File: config.mk
export PLATFORM = sky130hd
export DESIGN_NAME = fetch_stage_ctrl_flat
export DESIGN_NICKNAME = d
export VERILOG_FILES = /design/src/rtl/fetch_stage_ctrl_if.sv /design/src/rtl/fetch_stage_ctrl.sv /design/src/flat_wrapper.sv
export SDC_FILE = /design/constraint.sdc
export NUM_CORES = 1
export LEC_CHECK = 0
export BUFFER_PORTS_ARGS = -buffer_cell sky130_fd_sc_hd__buf_2
export CAP_MARGIN = 15
export CORE_ASPECT_RATIO = 0.5
export CORE_MARGIN = 4
export CORE_UTILIZATION = 35
export DETAILED_ROUTE_END_ITERATION = 8
export SLEW_MARGIN = 20
export SYNTH_ARGS = -nofsm -noshare
export SYNTH_HDL_FRONTEND = slang
export SYNTH_SLANG_ARGS = --single-unit
File: constraint.sdc
create_clock -name clk -period 3.7 [get_ports clk]
set_input_delay 0 -clock clk [delete_from_list [all_inputs] [get_ports clk]]
set_output_delay 0 -clock clk [all_outputs]
set_load 0.005 [all_outputs]
File: src/rtl/fetch_stage_ctrl_if.sv
// Instruction-memory request/response bundle between the fetch stage (master)
// and the instruction memory (slave).
interface fetch_stage_ctrl_if;
    logic        imem_req_valid;
    logic        imem_req_ready;
    logic [31:0] imem_req_addr;
    logic        imem_rsp_valid;
    logic [31:0] imem_rsp_data;

    modport master (
        output imem_req_valid,
        output imem_req_addr,
        input  imem_req_ready,
        input  imem_rsp_valid,
        input  imem_rsp_data
    );

    modport slave (
        input  imem_req_valid,
        input  imem_req_addr,
        output imem_req_ready,
        output imem_rsp_valid,
        output imem_rsp_data
    );
endinterface

File: src/rtl/fetch_stage_ctrl.sv
// RV32I instruction-fetch stage: PC register, single-outstanding imem request FSM
// and IF/ID register. Define FETCH_BACK_TO_BACK_EN to overlap the next request with a delivery.
module fetch_stage_ctrl #(
    parameter logic [31:0] RESET_PC  = 32'h0000_0000,
    parameter logic [31:0] NOP_INSTR = 32'h0000_0013
) (
    input  logic                clk,
    input  logic                rst,
    input  logic                StallD,
    input  logic                PCSrcE,
    input  logic [31:0]         PCTargetE,
    fetch_stage_ctrl_if.master  imem,
    output logic [31:0]         InstrD,
    output logic [31:0]         PCD,
    output logic [31:0]         PCPlus4D,
    output logic                ValidD
);

    typedef enum logic [1:0] {
        ST_REQ  = 2'd0,
        ST_WAIT = 2'd1,
        ST_HOLD = 2'd2,
        ST_DROP = 2'd3
    } state_e;

    state_e      state_q, state_d;
    logic [31:0] pcf_q, pcf_d;
    logic [31:0] inflight_pc_q, inflight_pc_d;
    logic [31:0] hold_instr_q, hold_instr_d;
    logic [31:0] hold_pc_q, hold_pc_d;
    logic [31:0] instr_q, instr_d;
    logic [31:0] pcd_q, pcd_d;
    logic [31:0] pcplus4_q, pcplus4_d;
    logic        valid_q, valid_d;

    logic        req_valid_s;
    logic [31:0] req_addr_s;
    logic        deliver_s;
    logic [31:0] dlv_instr_s;
    logic [31:0] dlv_pc_s;
    logic [31:0] pcf_inc_s;
    logic [1:0]  unused_tgt_lsb_s;

    assign pcf_inc_s        = pcf_q + 32'd4;
    assign unused_tgt_lsb_s = PCTargetE[1:0];

    // Next-state, PC, hold buffer, request and IF/ID computation
    always_comb begin
        state_d       = state_q;
        pcf_d         = pcf_q;
        inflight_pc_d = inflight_pc_q;
        hold_instr_d  = hold_instr_q;
        hold_pc_d     = hold_pc_q;
        instr_d       = instr_q;
        pcd_d         = pcd_q;
        pcplus4_d     = pcplus4_q;
        valid_d       = valid_q;
        req_valid_s   = 1'b0;
        req_addr_s    = pcf_q;
        deliver_s     = 1'b0;
        dlv_instr_s   = 32'h0000_0000;
        dlv_pc_s      = 32'h0000_0000;

        case (state_q)
            ST_REQ: begin
                req_valid_s = 1'b1;
                if (imem.imem_req_ready) begin
                    inflight_pc_d = pcf_q;
                    state_d       = PCSrcE ? ST_DROP : ST_WAIT;
                end else begin
                    state_d = ST_REQ;
                end
            end
            ST_WAIT: begin
                if (imem.imem_rsp_valid) begin
                    if (PCSrcE) begin
                        state_d = ST_REQ;
                    end else if (!StallD) begin
                        deliver_s   = 1'b1;
                        dlv_instr_s = imem.imem_rsp_data;
                        dlv_pc_s    = inflight_pc_q;
                        pcf_d       = pcf_inc_s;
                        state_d     = ST_REQ;
`ifdef FETCH_BACK_TO_BACK_EN
                        // Overlap the next request with this delivery
                        req_valid_s = 1'b1;
                        req_addr_s  = pcf_inc_s;
                        if (imem.imem_req_ready) begin
                            inflight_pc_d = pcf_inc_s;
                            state_d       = ST_WAIT;
                        end else begin
                            state_d = ST_REQ;
                        end
`else
                        req_valid_s = 1'b0;
`endif
                    end else begin
                        hold_instr_d = imem.imem_rsp_data;
                        hold_pc_d    = inflight_pc_q;
                        pcf_d        = pcf_inc_s;
                        state_d      = ST_HOLD;
                    end
                end else if (PCSrcE) begin
                    state_d = ST_DROP;
                end else begin
                    state_d = ST_WAIT;
                end
            end
            ST_HOLD: begin
                if (PCSrcE) begin
                    state_d = ST_REQ;
                end else if (!StallD) begin
                    deliver_s   = 1'b1;
                    dlv_instr_s = hold_instr_q;
                    dlv_pc_s    = hold_pc_q;
                    state_d     = ST_REQ;
                end else begin
                    state_d = ST_HOLD;
                end
            end
            ST_DROP: begin
                if (imem.imem_rsp_valid) begin
                    state_d = ST_REQ;
                end else begin
                    state_d = ST_DROP;
                end
            end
            default: begin
                state_d = ST_REQ;
            end
        endcase

        if (PCSrcE) begin
            pcf_d = {PCTargetE[31:2], 2'b00};
        end else begin
            pcf_d = pcf_d;
        end

        // Redirect beats delivery; an idle, unstalled cycle inserts a bubble
        if (PCSrcE || (!deliver_s && !StallD)) begin
            instr_d   = NOP_INSTR;
            pcd_d     = 32'h0000_0000;
            pcplus4_d = 32'h0000_0000;
            valid_d   = 1'b0;
        end else if (deliver_s) begin
            instr_d   = dlv_instr_s;
            pcd_d     = dlv_pc_s;
            pcplus4_d = dlv_pc_s + 32'd4;
            valid_d   = 1'b1;
        end else begin
            instr_d   = instr_q;
            pcd_d     = pcd_q;
            pcplus4_d = pcplus4_q;
            valid_d   = valid_q;
        end
    end

    // State, PC, hold buffer and IF/ID registers
    always_ff @(posedge clk or negedge rst) begin
        if (!rst) begin
            state_q       <= ST_REQ;
            pcf_q         <= RESET_PC;
            inflight_pc_q <= 32'h0000_0000;
            hold_instr_q  <= 32'h0000_0000;
            hold_pc_q     <= 32'h0000_0000;
            instr_q       <= NOP_INSTR;
            pcd_q         <= 32'h0000_0000;
            pcplus4_q     <= 32'h0000_0000;
            valid_q       <= 1'b0;
        end else begin
            state_q       <= state_d;
            pcf_q         <= pcf_d;
            inflight_pc_q <= inflight_pc_d;
            hold_instr_q  <= hold_instr_d;
            hold_pc_q     <= hold_pc_d;
            instr_q       <= instr_d;
            pcd_q         <= pcd_d;
            pcplus4_q     <= pcplus4_d;
            valid_q       <= valid_d;
        end
    end

    assign imem.imem_req_valid = req_valid_s & rst;
    assign imem.imem_req_addr  = req_addr_s;
    assign InstrD              = instr_q;
    assign PCD                 = pcd_q;
    assign PCPlus4D            = pcplus4_q;
    assign ValidD              = valid_q;

endmodule
File: src/flat_wrapper.sv
// flat-port wrapper written by rule: the top's interface ports become plain ports
module fetch_stage_ctrl_flat 
#(
    parameter logic [31:0] RESET_PC  = 32'h0000_0000,
    parameter logic [31:0] NOP_INSTR = 32'h0000_0013
)
  (clk, rst, StallD, PCSrcE, PCTargetE, InstrD, PCD, PCPlus4D, ValidD, imem_imem_req_valid, imem_imem_req_addr, imem_imem_req_ready, imem_imem_rsp_valid, imem_imem_rsp_data);
  fetch_stage_ctrl_if imem_i ();
  input  logic clk;
  input  logic rst;
  input  logic StallD;
  input  logic PCSrcE;
  input  logic [31:0] PCTargetE;
  output logic [31:0] InstrD;
  output logic [31:0] PCD;
  output logic [31:0] PCPlus4D;
  output logic ValidD;
  output wire logic [$bits(imem_i.imem_req_valid)-1:0] imem_imem_req_valid;
  output wire logic [$bits(imem_i.imem_req_addr)-1:0] imem_imem_req_addr;
  input wire logic [$bits(imem_i.imem_req_ready)-1:0] imem_imem_req_ready;
  input wire logic [$bits(imem_i.imem_rsp_valid)-1:0] imem_imem_rsp_valid;
  input wire logic [$bits(imem_i.imem_rsp_data)-1:0] imem_imem_rsp_data;
  assign imem_imem_req_valid = imem_i.imem_req_valid;
  assign imem_imem_req_addr = imem_i.imem_req_addr;
  assign imem_i.imem_req_ready = imem_imem_req_ready;
  assign imem_i.imem_rsp_valid = imem_imem_rsp_valid;
  assign imem_i.imem_rsp_data = imem_imem_rsp_data;
  fetch_stage_ctrl #(.RESET_PC(RESET_PC), .NOP_INSTR(NOP_INSTR)) u_core (.clk(clk), .rst(rst), .StallD(StallD), .PCSrcE(PCSrcE), .PCTargetE(PCTargetE), .imem(imem_i), .InstrD(InstrD), .PCD(PCD), .PCPlus4D(PCPlus4D), .ValidD(ValidD));
endmodule
==> impl_results.md <==
- Synth Flop Type: dfrtp_1
- RSZ-0062 raised after global routing: no
- Post-CTS Resized: 0
- WP data arrival: 3.68 ns
- Crit path kind: register to register
- Register bit total from synthesis: ~220
- Fin worst setup slack: between 0.4 and 0.5 ns
- Gr usage total: 0.181
- Fill cells: 2650
- # hold bufs at CTS: between 60 and 70
- CTS sink cnt: 218
- First-pass GRT wire length: 47400 um
- Max-slew violations: 0
- Gpl congestion: 0.872
- Initial antenna violation count: 0
- Synth top cells by count: dfrtp_1, nand2_1, mux2_2
- Drt wl/cell: 19.3 um
- Leak pwr: ~6.2 nW
- DP Area: 11600 sq um
- Core Box Area: 28300 sq um
- Starting Density: 0.363
- NumNets Final: 1234
- Power Density: roughly 600 nW/um^2
- H-tree Lvls: 1
- Root Driver: clkbuf_16
- Worst slew pin tran: 0.644 ns
- Fmax: a little over 0.3 GHz
- Ys async rst share: 1.00
- Max_cap viols: 0
- Die area: between 30000 and 40000 sq um
- Die W: 250 um
- Crit path max fanout: between 40 and 50
- Clock Pin Slew Worst Setup and Hold Paths: 0.07 ns
- Setup-failing EPs final: 0
- Via count: 8388
- Num CTS Buffers: 22
- Final Skew: 0.0115 ns
- Register area: 5460 sq um
- Synth area leader: dfrtp_1
- Worst slack at placement: 0.486 ns
- TritonCTS clock tree: done
- Final Instance Area: 13100 sq um
- Final hold violations: 0
- Area contributors post-synth: dfrtp_1, mux2_2, a22o_1
- Share of cells above drive strength 1: 0.315
- Routed Antenna Nets: 0
- Critical Path Start Type: register
- Detailed placement HPWL: about 21000 um
- Number of flops mapped to enable cells by yosys: 0
- Bufs on Longest Clock Path: 3
- Slew headroom: 0.570
- CP required: 4.08 ns
- Total wire length: around 30000 um
- Chip Height: approximately 130 um
- Post-Syn Area: 10300 sq um
- Largest net degree at the start of global routing: between 100 and 150
- Port Buf Inserts: roughly 200
- Synth Warn #: 0
- VDD IR-drop max: 302 uV
- Most common cell in the synthesized netlist: dfrtp_1
- I/O pin cnt: 200
- Vias per cell: 5.39
- Clock Latency Late Sink: 0.51 ns
- Hold Path Class: input port to async pin
- DRC violations left: 0
- DRT iter0 DRCs: between 600 and 700
- Status: completed
- Vias in the first global route: 8359
- Netlist cell types: a little under 70
- Minimum clock period: around 3.3 ns
- Syn_area_per_cell: 11.2 sq um
- Pre-antenna DRT Iters: 7
- Final worst-path cycle share: 0.892
- CP Capture Type: register
- Sequential fraction of the synthesis area: 0.532
- Setup Buffers After CTS: 0
- Mapped Cells: around 920
- Worst hold margin: about 0.0033 ns
- Synth top area share: 0.524
- Area Growth Syn to Fin: 27.4%
- Grt total ovfl: 0
- Row count: 43
- TNS Setup: 0 ns
- Footprint of the multi-input gates: 4500 sq um
-- power by group --
| group | switching (W) | total [W] | leakage [nW] | internal [W] |
|---|---|---|---|---|
| combinational | 0.000961 | 0.00186 | 3.04 | 0.000897 |
| clock | 0.000946 | 0.00233 | 0.360 | 0.00138 |
| sequential | 0.000547 | 0.00354 | 2.84 | 0.00299 |
| total | 0.00245 | 0.00773 | 6.24 | 0.00527 |
-- registers in the layout, summed over array words and instances, names as in the netlist --
signal	flops
u_core.InstrD	32
u_core.PCD	30
u_core.PCPlus4D	31
u_core.ValidD	1
u_core.hold_instr_q	32
u_core.hold_pc_q	30
u_core.imem.imem_req_addr	30
u_core.inflight_pc_q	30
u_core.state_q	2
-- critical path: stages, from the launching register on --
cell and delay, ns:
dfrtp_1 0.41, inv_1 0.11, ha_1 0.18, nor3b_4 0.25
buf_4 0.53, a22oi_1 0.27, nor4_1 0.45, nand4_2 0.31
a2111oi_0 0.51, o31ai_1 0.13
-- logic make-up after synthesis --
logic type,share of synthesized area
and+or+nand+nor,0.127
adders and majority gates,0.00853
other,0.000365
AOI/OAI and AO/OA,0.167
DFF,0.532
muxes,0.105
buffers and inverters,0.0325
xor gates and xnor gates,0.0281
-- area by class of cell --
class / count / share of cell area
diodes: 1 / 0.000191
inverters: 8 / 0.00230
clock buffers: 35 / 0.0513
well taps: 382 / 0.0365
repair buffers: 284 / 0.142
clock inverters: 5 / 0.00612
flip-flops and latches: 218 / 0.417
multi-input cells: 623 / 0.344
-- worst paths after layout --
path                                    from                           end  slack [ns]  cells after the start
max                        u_core.state_q[0]           u_core.PCPlus4D[25]        0.40                      9
max in group asynchronous                rst              u_core.InstrD[4]        2.43                      4
min                                      rst  u_core.imem.imem_req_addr[2]       0.003                      2
max reg2reg                u_core.state_q[0]           u_core.PCPlus4D[25]        0.40                      9
min in group clk                      PCSrcE            u_core.PCPlus4D[2]        0.06                      4
min reg2reg                 u_core.InstrD[1]              u_core.InstrD[1]        0.46                      2
-- cell usage in the layout, fill, tap and decap left out, types with 6 or more instances in the layout --
cell	instances
nand2_1	124
o21ai_0	43
clkbuf_16	23
a21o_1	12
dfrtp_1	215
and3_1	8
nor4_1	13
nor3_1	7
a221oi_1	6
nor2_1	21
a22oi_1	18
inv_1	8
a21oi_1	13
a32oi_1	8
and2_1	11
ha_1	6
clkbuf_1	7
buf_2	194
a22o_1	83
nand3_1	25
dlygate4sd3_1	65
xor2_1	22
xnor2_1	11
a32o_1	7
nand4_1	18
mux2_2	93
buf_4	21
-- per-layer routing --
| layer | GRT usage | up-vias | wire length [um] |
|---|---|---|---|
| met5 | 0 | - | 0 |
| met4 | 0.0538 | 0 | 864 |
| met3 | 0.0349 | 59 | 1660 |
| met2 | 0.292 | 256 | 13900 |
| met1 | 0.251 | 4212 | 13600 |
| li1 | - | 3861 | - |
-- through the flow --
stage	cells	power, W	utilization
2_1_floorplan	917	0.00463	-
4_1_cts	1554	0.00779	0.461
3_3_place_gp	1449	0.00529	0.412
3_5_place_dp	1449	0.00538	0.412
6_report	1556	0.00773	0.462
5_1_grt	1555	0.00818	0.462
(Power assumes the default switching activity.)
